[config.mk]
export PLATFORM = sky130hd
export DESIGN_NAME = ball_delivery_ctrl_flat
export DESIGN_NICKNAME = d
export VERILOG_FILES = /design/src/rtl/ball_delivery_ctrl_if.sv /design/src/rtl/ball_delivery_ctrl.sv /design/src/flat_wrapper.sv
export SDC_FILE = /design/constraint.sdc
export NUM_CORES = 1
export LEC_CHECK = 0
export CORE_ASPECT_RATIO = 1.5
export CORE_MARGIN = 1
export CORE_UTILIZATION = 34
export CTS_CLUSTER_DIAMETER = 40
export DETAILED_ROUTE_END_ITERATION = 12
export GPL_TIMING_DRIVEN = 0
export PLACE_DENSITY = 0.51
export SLEW_MARGIN = 20
export SYNTH_ARGS = -nofsm -noshare
export SYNTH_HDL_FRONTEND = slang
export SYNTH_SLANG_ARGS = --single-unit
[constraint.sdc]
create_clock -name clk_fpga -period 6.79 [get_ports clk_fpga]
set_input_delay 0.679 -clock clk_fpga [delete_from_list [all_inputs] [get_ports clk_fpga]]
set_output_delay 0.679 -clock clk_fpga [all_outputs]
set_load 0.02 [all_outputs]
[src/rtl/ball_delivery_ctrl_if.sv]
// Bundle of the game-side signals of the delivery sequencer: the three sampled
// inputs (game tick, bowl button, bat button) and the LED/score outputs.
interface ball_delivery_ctrl_if #(
  parameter int unsigned PITCH_LEN = 16
);
  logic                 clk_10Hz;
  logic                 bowl_btn;
  logic                 bat_btn;
  logic [PITCH_LEN-1:0] ball_led;
  logic [7:0]           runs;
  logic [2:0]           balls;
  logic [1:0]           result;
  logic                 over_done;
  logic                 busy;

  // Driver side: produces tick and button levels, observes the display outputs.
  modport master (
    output clk_10Hz, bowl_btn, bat_btn,
    input  ball_led, runs, balls, result, over_done, busy
  );

  // Sequencer side.
  modport slave (
    input  clk_10Hz, bowl_btn, bat_btn,
    output ball_led, runs, balls, result, over_done, busy
  );
endinterface

[src/rtl/ball_delivery_ctrl.sv]
// Cricket delivery sequencer: synchronises the game tick and buttons, walks the
// ball along the LED pitch, judges bat timing and keeps runs/balls/over state.
module ball_delivery_ctrl #(
  parameter int unsigned PITCH_LEN      = 16,
  parameter int unsigned HIT_POS        = 12,
  parameter int unsigned BALLS_PER_OVER = 6,
  parameter int unsigned HOLD_TICKS     = 10
) (
  input logic                 clk_fpga,
  input logic                 reset,
  ball_delivery_ctrl_if.slave bus_io
);

  localparam int unsigned PosW  = $clog2(PITCH_LEN);
  localparam int unsigned HoldW = $clog2(HOLD_TICKS + 1);

  localparam logic [PosW-1:0]      HitLo     = PosW'(HIT_POS);
  localparam logic [PosW-1:0]      HitMid    = PosW'(HIT_POS + 1);
  localparam logic [PosW-1:0]      HitHi     = PosW'(HIT_POS + 2);
  localparam logic [PosW-1:0]      PosLast   = PosW'(PITCH_LEN - 1);
  localparam logic [HoldW-1:0]     HoldLast  = HoldW'(HOLD_TICKS - 1);
  localparam logic [2:0]           BallsFull = 3'(BALLS_PER_OVER);
  localparam logic [PITCH_LEN-1:0] LedOne    = PITCH_LEN'(1);

  localparam logic [1:0] ResNone   = 2'b00;
  localparam logic [1:0] ResHit    = 2'b01;
  localparam logic [1:0] ResEarly  = 2'b10;
  localparam logic [1:0] ResBowled = 2'b11;

  typedef enum logic [1:0] {
    StIdle,
    StTravel,
    StResult,
    StOver
  } state_e;

  // ---------------------------------------------------------------------------
  // Input synchronisation and rising-edge detection
  // ---------------------------------------------------------------------------
  // Bit order in all three vectors: {tick, bowl, bat}.
  logic [2:0] raw_in;
  logic [2:0] sync0_q, sync1_q, prev_q;
  logic [1:0] warm_q;
  logic       warm;
  logic       tick, bowl, bat;

  assign raw_in = {bus_io.clk_10Hz, bus_io.bowl_btn, bus_io.bat_btn};
  assign warm   = (warm_q == 2'd3);

  // Two-flop synchroniser plus edge history; warm_q masks pulses until the
  // pipeline has refilled after reset so a level already high is not an edge.
  always_ff @(posedge clk_fpga or posedge reset) begin
    if (reset) begin
      sync0_q <= '0;
      sync1_q <= '0;
      prev_q  <= '0;
      warm_q  <= '0;
    end else begin
      sync0_q <= raw_in;
      sync1_q <= sync0_q;
      prev_q  <= sync1_q;
      if (!warm) begin
        warm_q <= warm_q + 2'd1;
      end
    end
  end

  // One-cycle pulses on each synchronised rising edge.
  always_comb begin
    tick = sync1_q[2] & ~prev_q[2] & warm;
    bowl = sync1_q[1] & ~prev_q[1] & warm;
    bat  = sync1_q[0] & ~prev_q[0] & warm;
  end

  // ---------------------------------------------------------------------------
  // Sequencer state and registered outputs
  // ---------------------------------------------------------------------------
  state_e               state_q;
  logic [PosW-1:0]      pos_q;
  logic [HoldW-1:0]     hold_q;
  logic [PITCH_LEN-1:0] ball_led_q;
  logic [7:0]           runs_q;
  logic [2:0]           balls_q;
  logic [1:0]           result_q;
  logic                 over_done_q;
  logic                 busy_q;

  logic [1:0]      judge_result;
  logic [7:0]      award;
  logic [8:0]      runs_sum;
  logic [7:0]      runs_sat;
  logic [PosW-1:0] pos_inc;

  // Bat judgement against the current ball position, and saturating run total.
  always_comb begin
    judge_result = ResBowled;
    award        = 8'd0;
    if (pos_q < HitLo) begin
      judge_result = ResEarly;
    end else if (pos_q == HitLo) begin
      judge_result = ResHit;
      award        = 8'd1;
    end else if (pos_q == HitMid) begin
      judge_result = ResHit;
      award        = 8'd4;
    end else if (pos_q == HitHi) begin
      judge_result = ResHit;
      award        = 8'd6;
    end
    runs_sum = {1'b0, runs_q} + {1'b0, award};
    runs_sat = runs_sum[8] ? 8'hFF : runs_sum[7:0];
    pos_inc  = pos_q + PosW'(1);
  end

  // Delivery FSM; every output is a register updated alongside the state.
  always_ff @(posedge clk_fpga or posedge reset) begin
    if (reset) begin
      state_q     <= StIdle;
      pos_q       <= '0;
      hold_q      <= '0;
      ball_led_q  <= '0;
      runs_q      <= '0;
      balls_q     <= '0;
      result_q    <= ResNone;
      over_done_q <= 1'b0;
      busy_q      <= 1'b0;
    end else begin
      unique case (state_q)
        StIdle: begin
          if (bowl) begin
            state_q    <= StTravel;
            pos_q      <= '0;
            result_q   <= ResNone;
            ball_led_q <= LedOne;
            busy_q     <= 1'b1;
          end
        end

        StTravel: begin
          // A bat press wins over a coincident tick: judged at the current pos.
          if (bat) begin
            state_q  <= StResult;
            result_q <= judge_result;
            runs_q   <= runs_sat;
            balls_q  <= balls_q + 3'd1;
            hold_q   <= '0;
          end else if (tick) begin
            if (pos_q == PosLast) begin
              state_q  <= StResult;
              result_q <= ResBowled;
              balls_q  <= balls_q + 3'd1;
              hold_q   <= '0;
            end else begin
              pos_q      <= pos_inc;
              ball_led_q <= LedOne << pos_inc;
            end
          end
        end

        StResult: begin
          // Ball LED stays frozen until the hold period has elapsed.
          if (tick) begin
            if (hold_q == HoldLast) begin
              hold_q     <= '0;
              ball_led_q <= '0;
              busy_q     <= 1'b0;
              if (balls_q == BallsFull) begin
                state_q     <= StOver;
                over_done_q <= 1'b1;
              end else begin
                state_q <= StIdle;
              end
            end else begin
              hold_q <= hold_q + HoldW'(1);
            end
          end
        end

        StOver: begin
          // Bowl only clears the over; a fresh press is needed to deliver.
          if (bowl) begin
            state_q     <= StIdle;
            balls_q     <= '0;
            over_done_q <= 1'b0;
          end
        end

        default: state_q <= StIdle;
      endcase
    end
  end

  assign bus_io.ball_led  = ball_led_q;
  assign bus_io.runs      = runs_q;
  assign bus_io.balls     = balls_q;
  assign bus_io.result    = result_q;
  assign bus_io.over_done = over_done_q;
  assign bus_io.busy      = busy_q;

endmodule
[src/flat_wrapper.sv]
// flat-port wrapper written by rule: the top's interface ports become plain ports
module ball_delivery_ctrl_flat 
#(
  parameter int unsigned PITCH_LEN      = 16,
  parameter int unsigned HIT_POS        = 12,
  parameter int unsigned BALLS_PER_OVER = 6,
  parameter int unsigned HOLD_TICKS     = 10
)
  (clk_fpga, reset, bus_io_clk_10Hz, bus_io_bowl_btn, bus_io_bat_btn, bus_io_ball_led, bus_io_runs, bus_io_balls, bus_io_result, bus_io_over_done, bus_io_busy);
  ball_delivery_ctrl_if #(.PITCH_LEN(PITCH_LEN)) bus_io_i ();
  input logic clk_fpga;
  input logic reset;
  input wire logic [$bits(bus_io_i.clk_10Hz)-1:0] bus_io_clk_10Hz;
  input wire logic [$bits(bus_io_i.bowl_btn)-1:0] bus_io_bowl_btn;
  input wire logic [$bits(bus_io_i.bat_btn)-1:0] bus_io_bat_btn;
  output wire logic [$bits(bus_io_i.ball_led)-1:0] bus_io_ball_led;
  output wire logic [$bits(bus_io_i.runs)-1:0] bus_io_runs;
  output wire logic [$bits(bus_io_i.balls)-1:0] bus_io_balls;
  output wire logic [$bits(bus_io_i.result)-1:0] bus_io_result;
  output wire logic [$bits(bus_io_i.over_done)-1:0] bus_io_over_done;
  output wire logic [$bits(bus_io_i.busy)-1:0] bus_io_busy;
  assign bus_io_i.clk_10Hz = bus_io_clk_10Hz;
  assign bus_io_i.bowl_btn = bus_io_bowl_btn;
  assign bus_io_i.bat_btn = bus_io_bat_btn;
  assign bus_io_ball_led = bus_io_i.ball_led;
  assign bus_io_runs = bus_io_i.runs;
  assign bus_io_balls = bus_io_i.balls;
  assign bus_io_result = bus_io_i.result;
  assign bus_io_over_done = bus_io_i.over_done;
  assign bus_io_busy = bus_io_i.busy;
  ball_delivery_ctrl #(.PITCH_LEN(PITCH_LEN), .HIT_POS(HIT_POS), .BALLS_PER_OVER(BALLS_PER_OVER), .HOLD_TICKS(HOLD_TICKS)) u_core (.clk_fpga(clk_fpga), .reset(reset), .bus_io(bus_io_i));
endmodule
==> results of run 1 <==
-- where the power goes --
part | total (mW) | internal, mW | switching (mW)
combinational | 0.475 | 0.213 | 0.262
sequential | 0.387 | 0.348 | 0.0392
clock | 0.245 | 0.134 | 0.111
total | 1.11 | 0.695 | 0.412
-- cells in the mapped netlist, drive strengths merged --
master | instances | share of area
nor4b | 4 | 0.012
and4 | 1 | 0.0031
a31oi | 3 | 0.0066
nor3 | 7 | 0.012
fa | 1 | 0.0071
o22a | 2 | 0.0062
o31a | 1 | 0.0031
nor2 | 16 | 0.021
or4 | 2 | 0.0053
o2bb2ai | 2 | 0.0062
mux2i | 4 | 0.014
a21o | 5 | 0.014
dfrtp | 52 | 0.46
inv | 11 | 0.015
and3b | 1 | 0.0031
nor4 | 2 | 0.0044
a21oi | 11 | 0.019
o22ai | 2 | 0.0044
o211ai | 2 | 0.0053
mux2 | 22 | 0.10
a41oi | 1 | 0.0031
nand4 | 5 | 0.011
ha | 18 | 0.080
a22oi | 1 | 0.0027
nand3 | 14 | 0.029
nand2 | 16 | 0.021
nand3b | 5 | 0.016
o211a | 1 | 0.0035
and3 | 14 | 0.031
nor3b | 2 | 0.0053
a22o | 1 | 0.0031
xnor2 | 4 | 0.012
o221ai | 2 | 0.0062
nand4b | 2 | 0.0062
o21ai | 9 | 0.016
xor2 | 1 | 0.0031
o21a | 2 | 0.0053
buf | 5 | 0.018
clkbuf | 2 | 0.0027
-- layer usage --
metal | GRT usage | vias to the layer above | wire length (µm) | share of wire
met5 | 0 | - | 0 | 0
met2 | 0.261 | 38 | 3040 | 0.51
met1 | 0.182 | 1006 | 2610 | 0.44
li1 | - | 1022 | - | -
met3 | 0.0288 | 8 | 192 | 0.032
met4 | 0.0641 | 0 | 106 | 0.018
-- flip-flops by register name, summed over array words and instances (netlist names) --
register,flops
u_core.bus_io.ball_led,16
u_core.bus_io.balls,3
u_core.bus_io.busy,1
u_core.bus_io.over_done,1
u_core.bus_io.result,2
u_core.bus_io.runs,8
u_core.hold_q,4
u_core.pos_q,4
u_core.prev_q,3
u_core.state_q,2
u_core.sync0_q,3
u_core.sync1_q,3
u_core.warm_q,2
-- stage by stage --
step / setup slack (ns) / hold slack (ns)
detailed placement: 4.13 / 0.335
global placement: 3.75 / 0.332
finish: 4.15 / 0.353
floorplan: 4.37 / 0.331
global route: 3.91 / 0.364
CTS: 4.12 / 0.355
-- cells by family (layout without fill, tap and decap cells) --
group / after synthesis / count (layout)
fa+ha+maj: 19 / 19
flops: 52 / 52
mux: 26 / 26
simple gates: 91 / 91
xor+xnor: 5 / 5
buf+inv: 18 / 60
compound gates: 45 / 45
-- cell type report --
type,count,area [µm²],area share
multi-input combinational,186,1430,0.413
sequential,52,1300,0.377
timing repair buffer,35,350,0.102
tap,105,131,0.0381
clock buffer,5,125,0.0363
buffer,7,58.8,0.0170
inverter,11,43.8,0.0127
clock inverter,2,12.5,0.00363
-- worst max-delay path by stage --
| stage | from | end | slack, ns | cells after the start |
|---|---|---|---|---|
| 6_report | u_core.pos_q[0] | u_core.bus_io.runs[7] | 4.15 | 8 |
| 5_1_grt | u_core.pos_q[0] | u_core.bus_io.runs[7] | 3.91 | 8 |
| 4_1_cts | u_core.pos_q[0] | u_core.bus_io.runs[7] | 4.12 | 8 |
| 3_5_place_dp | u_core.pos_q[0] | u_core.bus_io.runs[7] | 4.13 | 8 |
| 3_3_place_gp | reset | u_core.bus_io.ball_led[5] | 3.75 | 2 |
| 2_1_floorplan | u_core.pos_q[0] | u_core.bus_io.runs[7] | 4.37 | 8 |
==> metrics.cfg, run 1 <==
[sta]
fin_skew_ns = 0.00801
max_freq_mhz = 379
worst_pin_slew_ns = 0.701
hold_viol_final = 0
fin_crit_sh = 0.388
rsz0062_at_grt = false
setup_viol = 0
fin_crit_ns = 2.64
relSlewSlack = 0.529
setup_tns_ns = 0
slew_violations = 0

[cells_and_area]
final_layout_size_suffix_gt1_frac = 0.134
layout.nets = 322
area_growth_pct = 22.0
utilization = 0.428
final_common_cell = dfrtp_1
layout_common_cells = dfrtp_1 (52), clkdlybuf4s50_1 (35), ha_1 (18), nor2_1 (16), nand2_1 (16)
stdcell_area_um2 = 3450
diodes = 0
n_fill_cell = 778
final_cell_count_no_fill = 403

[placement]
place_inst = 396
hpwlAfterDp_um = 4230
placement.io_buffers = 35
finalWeightedCongestion = 0.729
placed_area_um2 = 3310

[clock_network]
post_cts_resized = 0
cts_tree = done
cts_setup_buffers = 0
cts_num_sinks = 52
clockBufferDepth = 2
cts-buffers-inserted = 5
path_clk_slew_ns = 0.07
ctsHoldBuffers = 0
clock-root-buffer = clkbuf_16
clock_latency_ns = 0.29
h-tree-depth = 2

[power]
vdd_drop_max_v = 0.000163
power.density_nw_per_um2 = 321
total_power_mw = 1.11
power_leakage_nw = 1.57

[critical_path]
worst-path-max-fanout = 8
cp_top_family = adder cells
r2r_start = u_core.pos_q[0]
worstPathRequired_ns = 6.97
worstSetupPathType = flip-flop to flip-flop
slowest_delay_ns = 0.52
reg2reg_depth = 8
cp-start-kind = flip-flop
r2r-end = u_core.bus_io.runs[7]
regToRegSetupSlack_ns = 4.15
path_cells = inv_1 > ha_1 > nor4b_1 > ha_1 > a21o_1 > a21o_1 > nand4_1 > mux2_2
slowest_stage = nor4b_1
worstPathArrival_ns = 2.82
cp-end-kind = flip-flop
critPathBufInv = 1

[logic_synthesis]
netlist_area_um2 = 2830
synth_compound_area_frac = 0.105
synth.net_count = 280
synth_top_family_by_area = simple AND/OR/NAND/NOR gates
yosys.area_share.simple = 0.182
synth_cells = 256
synth.yosys.warnings = 0
synthAdderAreaFrac = 0.0867
syn_avg_cell_area_um2 = 11.0
synth_cell_type_count = 49
ys_seq_area_frac = 0.460
yosys-mux-area-fraction = 0.115
ys_ff_latch = 52
synth-xor-area-share = 0.0155

[status]
status = finished clean

[floorplan]
die_w_um = 76.5
die_area_um2 = 8690
pin_count = 36
rows = 40
dieHeight_um = 114
core_um2 = 8060
start_util = 0.351

[drt]
post_drt_wl_per_cell_um = 14.8
routed_wirelength_um = 5950
vias_per_cell = 5.15
vias = 2074
drc = 0
ant_nets = 0
first_pass_iters = 4
drt-initial-drc-count = 95

[run]
maxCapViolCount = 0

[grt]
grt_max_degree = 53
grt_usage = 0.151
antenna_found_initial = 0
overflow = 0
grt_pass1_wl_um = 10300
grt_pass1_vias = 2113

[worst_hold_path]
min_path_type = flip-flop to flip-flop
min-delay-start = u_core.sync0_q[0]
hold_depth = 0
hold_end = u_core.sync1_q[0]

No activity file was read; power rests on OpenSTA's default activity.
==> run 2, diff against run 1 <==
--- a/config.mk
+++ b/config.mk
@@ -11,7 +11,7 @@
 export CTS_CLUSTER_DIAMETER = 40
 export DETAILED_ROUTE_END_ITERATION = 12
 export GPL_TIMING_DRIVEN = 0
-export PLACE_DENSITY = 0.51
+export PLACE_DENSITY = 0.53
 export SLEW_MARGIN = 20
 export SYNTH_ARGS = -nofsm -noshare
 export SYNTH_HDL_FRONTEND = slang
==> constraint.sdc (replaced) <==
create_clock -name clk_fpga -period 2.4 [get_ports clk_fpga]
set_input_delay 0.24 -clock clk_fpga [delete_from_list [all_inputs] [get_ports clk_fpga]]
set_output_delay 0.24 -clock clk_fpga [all_outputs]
set_load 0.02 [all_outputs]
==> run 2 against run 1 <==
Against the previous run: sequential power increased to 2.8 times the previous value; clock power increased to 2.9 times the previous value; non-clock buffer count is 1 higher; via count is 1.2% higher; critical endpoint unchanged; highest routed layer unchanged.
==> metrics.cfg, run 2 (synthesized netlist as in run 1, its figures left out) <==
[status]
status = finished clean

[power]
power.density_nw_per_um2 = 903
power_leakage_nw = 1.57
total_power_mw = 3.16
vdd_drop_max_v = 0.000444

[floorplan]
die_area_um2 = 8690
die_w_um = 76.5
core_um2 = 8060
start_util = 0.351
pin_count = 36
dieHeight_um = 114
rows = 40

[sta]
setup_viol = 0
worst_pin_slew_ns = 0.684
slew_violations = 0
fin_crit_ns = 2.26
relSlewSlack = 0.541
whs_ns = 0.351
rsz0062_at_grt = false
hold_viol_final = 0
fin_skew_ns = 0.00986
setup_ws_ns = 0.138
fin_crit_sh = 0.943
max_freq_mhz = 442

[grt]
grt_usage = 0.147
antenna_found_initial = 0
grt_max_degree = 53
overflow = 0
grt_pass1_vias = 2094
grt_pass1_wl_um = 10100

[drt]
post_drt_wl_per_cell_um = 14.7
vias = 2098
first_pass_iters = 4
ant_nets = 0
vias_per_cell = 5.19
drt-initial-drc-count = 57
routed_wirelength_um = 5940
drc = 0

[placement]
finalWeightedCongestion = 0.731
placement.io_buffers = 35
place_inst = 396
hpwlAfterDp_um = 4210
placed_area_um2 = 3320
pre_cts_ws_ns = -0.189

[cells_and_area]
final_cell_count_no_fill = 404
diodes = 0
area_growth_pct = 23.7
layout.nets = 323
layout_common_cells = dfrtp_1 (51), clkdlybuf4s50_1 (35), nor2_1 (16), nand2_1 (16), ha_1 (15)
largest_reg_flops = 16
final_layout_size_suffix_gt1_frac = 0.161
final_common_cell = dfrtp_1
stdcell_area_um2 = 3500

[critical_path]
worstPathArrival_ns = 2.45
slowest_stage = dfrtp_2
r2r_start = u_core.pos_q[0]
cp-end-kind = flip-flop
path_common_cell = a21o_1
slowest_delay_ns = 0.43
endpoint = u_core.bus_io.runs[7]
worst-path-max-fanout = 8
reg2reg_depth = 8
worstPathRequired_ns = 2.59
path_cells = inv_1 > ha_2 > nor4b_4 > ha_1 > a21o_1 > a21o_1 > nand4_1 > mux2_2
r2r-end = u_core.bus_io.runs[7]
startpoint = u_core.pos_q[0]
worstSetupPathType = flip-flop to flip-flop
regToRegSetupSlack_ns = 0.14
cp-start-kind = flip-flop

[run]
maxCapViolCount = 0

[clock_network]
clock_latency_ns = 0.30
path_clk_slew_ns = 0.07
cts-buffers-inserted = 5
ctsHoldBuffers = 0
h-tree-depth = 2
cts_tree = done
clockBufferDepth = 2
cts_num_sinks = 52
clock-root-buffer = clkbuf_16

[worst_hold_path]
min_path_type = flip-flop to flip-flop

## run 2: layout make-up
type | instances | area [µm²]
multi-input cells | 186 | 1460
repair buffers | 36 | 358
inverters | 11 | 43.8
fillers | 782 | 4560
clock buffers | 5 | 125
flip-flops and latches | 52 | 1300
plain buffers | 7 | 58.8
clock inverters | 2 | 16.3
well taps | 105 | 131
## run 2: through the flow
step,TNS [ns],utilization
2_1_floorplan,0,-
3_3_place_gp,-9.64,0.411
3_5_place_dp,-1.27,0.412
4_1_cts,0,0.432
5_1_grt,0,0.434
6_report,0,0.434
## run 2: worst min path at each step
stage,start,end,slack [ns],cells after the start
final,u_core.sync0_q[0],u_core.sync1_q[0],0.35,0
after global placement,u_core.sync0_q[2],u_core.sync1_q[2],0.33,0
after CTS,u_core.sync0_q[0],u_core.sync1_q[0],0.35,0
after floorplan,bus_io_bat_btn,u_core.sync0_q[0],0.27,0
after global routing,u_core.sync0_q[0],u_core.sync1_q[0],0.36,0
after detailed placement,u_core.sync0_q[2],u_core.sync1_q[2],0.34,0
## run 2: metal layers
metal | GRT usage | wire length, µm | vias up
met3 | 0.0288 | 153 | 9
met1 | 0.172 | 2620 | 1036
li1 | - | - | 1024
met5 | 0 | 0 | -
met4 | 0.0641 | 110 | 0
met2 | 0.261 | 3050 | 29
## run 2: worst max-delay path, delay by kind of cell, from the launching register on
kind            cells  cell delay [ns]
simple gates        2             0.42
buf+inv             1             0.08
mux                 1             0.33
compound gates      2             0.37
flops               1             0.43
fa+ha+maj           2             0.53
## run 2: report_power, final
group / internal [mW] / switching [mW]
Sequential: 0.986 / 0.112
Clock: 0.385 / 0.319
Combinational: 0.614 / 0.743
Total: 1.98 / 1.17
## run 2: repair_timing
| action | CTS | global route |
|---|---|---|
| resized for setup | 5 | 3 |
| pin swaps | 1 | 1 |
| setup buffers | 0 | 1 |
| endpoints found under the setup margin | 8 | 8 |
